### src/rtl/cp0_exc_unit.sv
// cp0_exc_unit: CP0 exception/interrupt unit placed beside the M stage.
// Holds SR/Cause/EPC/PRId and latches the hardware interrupt lines. It
// arbitrates interrupt > exception > eret and issues a one-cycle flush
// with a redirect PC. After each redirect a one-cycle FLUSH state ignores
// the bubble that sits in M.
// Optional build macro CP0_TIMER_EN adds Count(9)/Compare(11) and a timer
// interrupt on SR/Cause bit 15.
module cp0_exc_unit #(
  parameter int          NUM_HWINT    = 6,
  parameter logic [31:0] HANDLER_ADDR = 32'h0000_4180,
  parameter logic [31:0] PRID         = 32'h4C57_0002
) (
  input  logic                 Clk,
  input  logic                 Reset,
  input  logic [31:0]          PCM,
  input  logic                 bdM,
  input  logic [4:0]           ExcCodeM,
  input  logic                 eretM,
  input  logic                 mtc0M,
  input  logic [4:0]           AddrM,
  input  logic [31:0]          DinM,
  input  logic [NUM_HWINT-1:0] HWInt,
  output logic                 ExcFlush,
  output logic [31:0]          NPCExc,
  output logic [31:0]          EPC,
  output logic                 EXL,
  output logic [31:0]          Dout
);

  localparam logic [0:0] RUN   = 1'b0;
  localparam logic [0:0] FLUSH = 1'b1;

  logic [0:0]           state;
  logic [NUM_HWINT-1:0] sr_im, cause_ip;
  logic                 sr_exl, sr_ie, cause_bd;
  logic [1:0]           cause_sw;
  logic [4:0]           cause_exc;
  logic [31:2]          epc_q;
  logic                 tm_mask, tm_pend;
  logic                 run, int_req, take_exc, take_eret, do_mtc0;
  logic [31:0]          epc_new, sr_val, cause_val;

`ifdef CP0_TIMER_EN
  logic [31:0] count_q, compare_q;

  // Free-running Count, loadable Compare, sticky pending bit cleared by a Compare write
  always_ff @(posedge Clk) begin
    if (Reset) begin
      count_q   <= '0;
      compare_q <= '0;
      tm_pend   <= 1'b0;
      tm_mask   <= 1'b0;
    end else begin
      count_q <= (do_mtc0 && AddrM == 5'd9) ? DinM : count_q + 32'd1;
      if (do_mtc0 && AddrM == 5'd11) begin
        compare_q <= DinM;
        tm_pend   <= 1'b0;
      end else if (count_q == compare_q) begin
        tm_pend <= 1'b1;
      end
      if (do_mtc0 && AddrM == 5'd12) tm_mask <= DinM[15];
    end
  end
`else
  assign tm_mask = 1'b0;
  assign tm_pend = 1'b0;
`endif

  // A redirect needs IE set and EXL clear for interrupts; exceptions ignore EXL
  assign run       = (state == RUN);
  assign int_req   = sr_ie & ~sr_exl & ((|(cause_ip & sr_im)) | (tm_mask & tm_pend));
  assign take_exc  = run & (int_req | (ExcCodeM != 5'd0));
  assign take_eret = run & ~take_exc & eretM;
  assign do_mtc0   = run & ~take_exc & ~eretM & mtc0M;
  assign epc_new   = bdM ? (PCM - 32'd4) : PCM;

  assign ExcFlush  = ~Reset & (take_exc | take_eret);
  assign NPCExc    = take_exc ? HANDLER_ADDR : {epc_q, 2'b00};
  assign EPC       = {epc_q, 2'b00};
  assign EXL       = sr_exl;

  // Assemble architectural views; timer bit 15 is ORed so it can share IM7/IP7
  always_comb begin
    sr_val                 = '0;
    sr_val[10 +: NUM_HWINT] = sr_im;
    sr_val[15]             = sr_val[15] | tm_mask;
    sr_val[1]              = sr_exl;
    sr_val[0]              = sr_ie;
    cause_val                 = '0;
    cause_val[31]             = cause_bd;
    cause_val[10 +: NUM_HWINT] = cause_ip;
    cause_val[15]             = cause_val[15] | tm_pend;
    cause_val[9:8]            = cause_sw;
    cause_val[6:2]            = cause_exc;
  end

  // mfc0 read port: reflects pre-edge state, so a same-cycle mtc0 is not visible
  always_comb begin
    Dout = '0;
    case (AddrM)
      5'd12: Dout = sr_val;
      5'd13: Dout = cause_val;
      5'd14: Dout = {epc_q, 2'b00};
      5'd15: Dout = PRID;
`ifdef CP0_TIMER_EN
      5'd9:  Dout = count_q;
      5'd11: Dout = compare_q;
`endif
      default: Dout = '0;
    endcase
  end

  // Register updates: exception/interrupt > eret > mtc0; IP sampled every cycle
  always_ff @(posedge Clk) begin
    if (Reset) begin
      state     <= RUN;
      sr_im     <= '0;
      sr_exl    <= 1'b0;
      sr_ie     <= 1'b0;
      cause_bd  <= 1'b0;
      cause_ip  <= '0;
      cause_sw  <= '0;
      cause_exc <= '0;
      epc_q     <= '0;
    end else begin
      cause_ip <= HWInt;
      state    <= RUN;
      if (take_exc) begin
        state     <= FLUSH;
        sr_exl    <= 1'b1;
        cause_exc <= int_req ? 5'd0 : ExcCodeM;
        cause_bd  <= bdM;
        epc_q     <= epc_new[31:2];
      end else if (take_eret) begin
        state  <= FLUSH;
        sr_exl <= 1'b0;
      end else if (do_mtc0) begin
        case (AddrM)
          5'd12: begin
            sr_im  <= DinM[10 +: NUM_HWINT];
            sr_exl <= DinM[1];
            sr_ie  <= DinM[0];
          end
          5'd13: cause_sw <= DinM[9:8];
          5'd14: epc_q    <= DinM[31:2];
          default: ;
        endcase
      end
    end
  end

endmodule

### config.mk
export PLATFORM = sky130hd
export DESIGN_NAME = cp0_exc_unit
export DESIGN_NICKNAME = d
export VERILOG_FILES = /design/src/rtl/cp0_exc_unit.sv
export SDC_FILE = /design/constraint.sdc
export NUM_CORES = 1
export LEC_CHECK = 0
export CAP_MARGIN = 20
export CORE_MARGIN = 5
export CORE_UTILIZATION = 40
export CTS_CLUSTER_DIAMETER = 80
export DETAILED_ROUTE_END_ITERATION = 16
export PLACE_DENSITY = 0.83
export SLEW_MARGIN = 0
export SYNTH_ARGS = -nofsm -noshare
export SYNTH_HDL_FRONTEND = slang
export SYNTH_SLANG_ARGS = --single-unit
export TNS_END_PERCENT = 100
### constraint.sdc
create_clock -name Clk -period 3.7 [get_ports Clk]
set_clock_uncertainty 0.15 [all_clocks]
set_input_delay 0.37 -clock Clk [delete_from_list [all_inputs] [get_ports Clk]]
set_output_delay 0.37 -clock Clk [all_outputs]
set_load 0.02 [all_outputs]
==> impl_metrics.py, run 1 <==
metrics = {
    "timing": {
        "timing.final.ws_setup_ns": 0.306,
        "fmax_mhz": 295,
        "hold_ws_ns": 0.331,
        "grt_setup_unrepaired": "false",
        "timing.final.crit_share_pct": 91.7,
        "fin_setup_tns_ns": 0,
        "hold_viol_final": 0,
        "slew_headroom_pct": 60.1,
        "worst_slew_pin_slew_ns": 0.595,
        "slew_viol_final": 0,
        "setup_viol": 0,
        "period_needed_ns": 3.39,
    },
    "yosys": {
        "ys_seq_area_share_pct": 30.4,
        "ys_warn_count": 0,
        "ys.flop_type": "dfxtp_1",
        "ys_ff_latch": 53,
        "syn_area_per_cell_um2": 8.36,
        "synthesis.area_um2": 3490,
        "synth_cell_types": 58,
        "syn_inst": 417,
        "synth-edff-count": 0,
        "synth-async-reset-ratio_pct": 0,
    },
    "layout": {
        "fillerInstances": 758,
        "area_growth_pct": 55.8,
        "mostFrequentLayoutCells": "175 x clkdlybuf4s50_1, 53 x dfxtp_1, 31 x mux2i_1",
        "final_nets": 664,
        "antenna_cells": 0,
        "drive_gt1_share_pct": 9.33,
        "final_common_cell": "clkdlybuf4s50_1",
    },
    "clock_network": {
        "clk_pin_slew_worst_paths_ns": 0.10,
        "cts_htree_levels": 2,
        "cts_resized": 0,
        "numCtsBuffers": 5,
        "cts_tree": "yes",
        "clock_latency_ns": 0.31,
        "post_cts_buffers": 0,
        "cts_buffer_depth": 2,
        "numClockSinks": 53,
        "cts_root_buf": "clkbuf_8",
        "holdBufCountCts": 0,
    },
    "global_route": {
        "gr-total-overflow": 0,
        "grt_pass1_wl_um": 19000,
        "antenna_found_initial": 0,
        "grt_max_degree": 54,
        "grt_usage_pct": 22.6,
        "grt_pass1_vias": 3705,
    },
    "critical_path": {
        "cp_max_fo": 52,
        "r2r_start": "sr_im[4]",
        "timing.rr.end": "epc_q[22]",
        "reg2reg_slack_ns": 1.21,
        "end_kind": "output port",
        "cpLargestDelayFamily": "buffers and inverters",
        "cpMostUsedCell": "clkdlybuf4s50_1",
        "cp.arrival_ns": 2.87,
        "slowest_delay_ns": 0.61,
        "cp_data_required_time_ns": 3.18,
        "timing.critical_path.buf_inv": 3,
        "critPathKind": "in -> out",
        "ff2ff_path_depth": 6,
        "path_cells": "clkdlybuf4s50_1, or4_4, nor2_1, a21o_2, buf_12, and2_1, clkdlybuf4s50_1",
        "worst_setup_path_start_kind": "primary input",
        "crit_slowest_cell": "clkdlybuf4s50_1",
    },
    "job": {
        "max_cap_viol_count": 0,
    },
    "floorplan": {
        "start_util_pct": 40.6,
        "boundaryPins": 183,
        "die_x_um": 103,
        "dieArea_um2": 10700,
        "fp.dieH_um": 103,
        "rows": 34,
        "core_area_um2": 8590,
    },
    "placement": {
        "place_congestion": 0.844,
        "dpl.hpwl_um": 9810,
        "port_buffers": 176,
        "pre_cts_ws_ns": 0.338,
    },
    "power": {
        "power_density_nw_per_um2": 263,
        "switching_share_pct": 31.4,
        "ir_drop_mv": 0.169,
        "p_comb_share_pct": 31.6,
        "clkPwrFrac_pct": 23.1,
        "power_uw": 1430,
        "pwr-share-seq_pct": 45.3,
        "intPower_uw": 980,
        "p_sw_uw": 449,
        "p_leak_uw": 0.00194,
    },
    "routing": {
        "final_antenna_net_count": 0,
        "avgRoutedWirePerCell_um": 18.4,
        "vias_per_cell": 5.58,
        "drtIter0Drc": 165,
        "first_pass_iters": 4,
        "drt-total-wl_um": 12600,
        "num_vias": 3833,
        "drc_errors": 0,
    },
    "worst_hold_path": {
        "hp-start": "cause_bd",
        "hold_path_end": "cause_bd",
        "hold_path_depth": 2,
        "hp-class": "reg -> reg",
    },
    "run_status": {
        "outcome": "finished, final reports clean",
    },
}
-- Yosys cell counts, drive strengths merged, types with 4 or more instances --
cell type | n | area share [%]
dfxtp | 53 | 30
mux2i | 31 | 8.9
and2 | 30 | 5.4
clkbuf | 30 | 3.3
nor2 | 29 | 3.1
a21oi | 21 | 3.1
a211oi | 16 | 3.4
and3 | 14 | 2.5
or3 | 14 | 2.6
o21ai | 13 | 1.9
nand2 | 12 | 1.3
xnor2 | 11 | 2.8
a21o | 10 | 2.2
a31o | 10 | 2.5
buf | 10 | 2.2
nor3 | 10 | 1.4
or4 | 10 | 2.4
a22o | 9 | 2.3
a22oi | 9 | 1.9
nor2b | 9 | 1.6
nor4 | 9 | 2.4
inv | 5 | 0.54
o31ai | 5 | 1.1
or2 | 5 | 0.90
xor2 | 5 | 1.3
nand2b | 4 | 0.72
o32ai | 4 | 1.0
-- sequential cells by signal, indices dropped and copies added (netlist names) --
name,count
cause_ip,6
epc_q,30
EXL,1
state,1
cause_bd,1
cause_sw,2
cause_exc,5
sr_im,6
sr_ie,1
-- worst max path at each step --
stage	from	to	slack (ns)	depth (start not counted)
5_1_grt	ExcCodeM[1]	NPCExc[28]	0.21	7
2_1_floorplan	ExcCodeM[1]	NPCExc[24]	1.28	6
3_3_place_gp	ExcCodeM[1]	NPCExc[27]	0.40	7
3_5_place_dp	ExcCodeM[1]	NPCExc[20]	0.34	7
4_1_cts	ExcCodeM[1]	NPCExc[20]	0.32	7
6_report	ExcCodeM[1]	NPCExc[20]	0.31	7
-- cell families (layout without fill, tap and decap cells) --
group                      after synthesis  count (layout)  share of synthesized area (%)
xor gates and xnor gates                16              16                           4.02
adders and majority gates                1               1                          0.359
and+or+nand+nor                        160             160                           27.5
DFF                                     53              53                           30.4
other                                    1               4                          0.108
AOI/OAI and AO/OA                      108             108                           22.0
muxes                                   33              33                           9.54
buffers and inverters                   45             204                           6.03
-- routing by layer --
| layer | vias to the layer above | routed length [um] | GRT usage, % |
|---|---|---|---|
| li1 | 1844 | - | - |
| met1 | 1819 | 5080 | 28.8 |
| met2 | 159 | 6390 | 40.1 |
| met3 | 11 | 1020 | 3.76 |
| met4 | 0 | 140 | 4.68 |
| met5 | - | 0 | 0 |
-- layout make-up --
| type | count | area, um2 | area share [%] |
|---|---|---|---|
| clock buffer | 6 | 72.6 | 1.34 |
| clock inverter | 2 | 15.0 | 0.276 |
| inverter | 5 | 18.8 | 0.346 |
| multi-input combinational | 322 | 2250 | 41.4 |
| sequential | 53 | 1060 | 19.5 |
| tap | 108 | 135 | 2.49 |
| timing repair buffer | 191 | 1880 | 34.6 |
-- power groups by stage --
stage	clock network, uW	logic, uW	registers, uW
finish	330	452	647
global route	352	482	654
CTS	337	453	648
detailed placement	0	451	661
global placement	0	442	658
floorplan	0	174	683
-- metrics by stage --
stage	area [um2]	util, %	instances
6_report	5430	63.2	687
5_1_grt	5430	63.2	687
4_1_cts	5430	63.2	687
3_5_place_dp	5340	62.2	679
3_3_place_gp	5340	62.2	679
2_1_floorplan	3500	-	420
-- worst reg2reg max path, stage by stage, from the launching register on --
cell and delay, ns:
dfxtp_1 0.34, a22oi_1 0.27, a311o_1 0.47, and3_1 0.47, buf_4 0.33, mux2i_1 0.23
a211oi_1 0.09
Power figures use the tool's default switching activity.
==> run 2, diff against run 1 <==
- GPL_TIMING_DRIVEN: default -> 0
==> run 2 against run 1 <==
Compared with the run above:
- hold slack got worse by 0.0046 ns
- sequential cell count is the same
- power up 2.3%
- largest power group unchanged
- combinational power rose by 3%
- largest cell class unchanged
- critical endpoint is now NPCExc[27]
- design area up 1.1%
==> impl_metrics.py, run 2 (synthesized netlist as in run 1, its figures left out) <==
metrics = {
    "layout": {
        "area_growth_pct": 57.4,
        "antenna_cells": 0,
        "drive_gt1_share_pct": 8.97,
        "final_common_cell": "clkdlybuf4s50_1",
        "final_nets": 687,
        "mostFrequentLayoutCells": "175 x clkdlybuf4s50_1, 53 x dfxtp_1, 31 x mux2i_1",
        "top_register": "epc_q",
        "multi_input_area_um2": 2230,
        "seq_area_um2": 1060,
        "fillerInstances": 726,
        "largestRegisters": "epc_q (30), cause_ip (6), sr_im (6)",
        "largest_register_ffs": 30,
        "final_util_pct": 63.9,
    },
    "power": {
        "pwr-share-seq_pct": 44.2,
        "p_sw_uw": 479,
        "switching_share_pct": 32.8,
        "p_comb_share_pct": 31.8,
        "power_density_nw_per_um2": 266,
        "intPower_uw": 983,
        "clkPwrFrac_pct": 24.0,
        "p_leak_uw": 0.00196,
        "ir_drop_mv": 0.181,
    },
    "worst_hold_path": {
        "hp-class": "reg -> reg",
        "hp-start": "cause_bd",
    },
    "critical_path": {
        "reg2reg_slack_ns": 1.16,
        "cp_max_fo": 10,
        "cp_data_required_time_ns": 3.18,
        "critPathKind": "in -> out",
        "timing.rr.end": "epc_q[4]",
        "endpoint": "NPCExc[27]",
        "critPathLaunch": "ExcCodeM[1]",
        "worst_setup_path_start_kind": "primary input",
        "end_kind": "output port",
        "ff2ff_path_depth": 7,
        "r2r_start": "sr_im[4]",
        "cp.arrival_ns": 3.01,
    },
    "timing": {
        "timing.final.crit_share_pct": 95.4,
        "hold_ws_ns": 0.326,
        "period_needed_ns": 3.53,
        "slew_headroom_pct": 43.1,
        "hold_viol_final": 0,
        "grt_setup_unrepaired": "false",
        "fmax_mhz": 283,
        "setup_viol": 0,
        "worst_slew_pin_slew_ns": 0.848,
        "slew_viol_final": 0,
    },
    "clock_network": {
        "post_cts_buffers": 0,
        "cts_tree": "yes",
        "clock_latency_ns": 0.31,
        "numClockSinks": 53,
        "clk_pin_slew_worst_paths_ns": 0.10,
        "cts_root_buf": "clkbuf_8",
        "cts_htree_levels": 2,
        "cts_buffer_depth": 2,
        "numCtsBuffers": 5,
    },
    "global_route": {
        "grt_pass1_wl_um": 20900,
        "grt_max_degree": 19,
        "gr-total-overflow": 0,
        "grt_pass1_vias": 3985,
        "antenna_found_initial": 0,
        "grt_usage_pct": 25.2,
    },
    "floorplan": {
        "boundaryPins": 183,
        "start_util_pct": 40.6,
        "core_area_um2": 8590,
        "rows": 34,
        "fp.dieH_um": 103,
        "dieArea_um2": 10700,
        "die_x_um": 103,
    },
    "placement": {
        "port_buffers": 175,
        "dpl.hpwl_um": 10900,
        "place_congestion": 0.880,
    },
    "routing": {
        "final_antenna_net_count": 0,
        "drtIter0Drc": 259,
        "first_pass_iters": 5,
        "drc_errors": 0,
        "drt-total-wl_um": 13900,
        "num_vias": 4014,
        "vias_per_cell": 5.65,
        "avgRoutedWirePerCell_um": 19.6,
    },
    "job": {
        "max_cap_viol_count": 0,
    },
    "run_status": {
        "outcome": "finished, final reports clean",
    },
}
[run 2: critical path, stage by stage]
cell and delay (ns):
clkdlybuf4s50_1 0.42, or4_4 0.57, nor2_1 0.26, a21o_1 0.27
clkbuf_2 0.31, and2_1 0.17, clkdlybuf4s50_1 0.62
[run 2: layer usage]
layer | part of all wire (%) | vias to the layer above | global-route usage (%)
li1 | - | 1903 | -
met3 | 8.1 | 18 | 3.96
met1 | 40 | 1881 | 32.3
met2 | 50 | 212 | 44.1
met5 | 0 | - | 0
met4 | 1.7 | 0 | 5.88
[run 2: how the worst min path moves through the flow]
stage                     to  slack (ns)  cells past startpoint
floorplan           cause_bd        0.29                      2
detailed placement  cause_bd        0.30                      2
global route        cause_bd        0.36                      2
CTS                 cause_bd        0.32                      2
finish              cause_bd        0.33                      2
global placement    cause_bd        0.30                      2
[run 2: power by group through the flow]
stage	sequential, uW	combinational (uW)	clock [uW]
final	646	464	351
after CTS	645	463	353
after floorplan	683	174	0
after global routing	651	493	375
after detailed placement	658	460	0
after global placement	656	453	0
[run 2: final cells by class]
type / count / share of cell area, %
inverter: 5 / 0.342
tap: 108 / 2.46
clock inverter: 3 / 0.456
buffer: 39 / 3.60
sequential: 53 / 19.3
clock buffer: 5 / 1.25
timing repair buffer: 175 / 31.9
multi-input combinational: 322 / 40.6
[run 2: metrics by stage]
step / setup TNS (ns) / std cells / cell area [um2] / power [uW] / setup slack [ns]
floorplan: 0 / 420 / 3500 / 856 / 1.28
global placement: -0.349 / 703 / 5390 / 1110 / -0.0663
detailed placement: -0.552 / 703 / 5390 / 1120 / -0.0941
CTS: 0 / 711 / 5480 / 1460 / 0.00678
global route: 0 / 710 / 5490 / 1520 / 0.0224
finish: 0 / 710 / 5490 / 1460 / 0.171
[run 2: timing repair]
| action | 4_1_cts | 5_1_grt |
|---|---|---|
| hold buffers | 0 | 0 |
| setup endpoints to repair | 10 | 50 |
| resized for setup | 2 | 11 |
| cloned | 0 | 0 |
| pin swaps | 0 | 0 |
==> run 3, diff against run 2 <==
- CAP_MARGIN: 20 -> default
==> results of run 3 <==
Same layout as run 2: the final DEF is identical, and so are final timing and power.
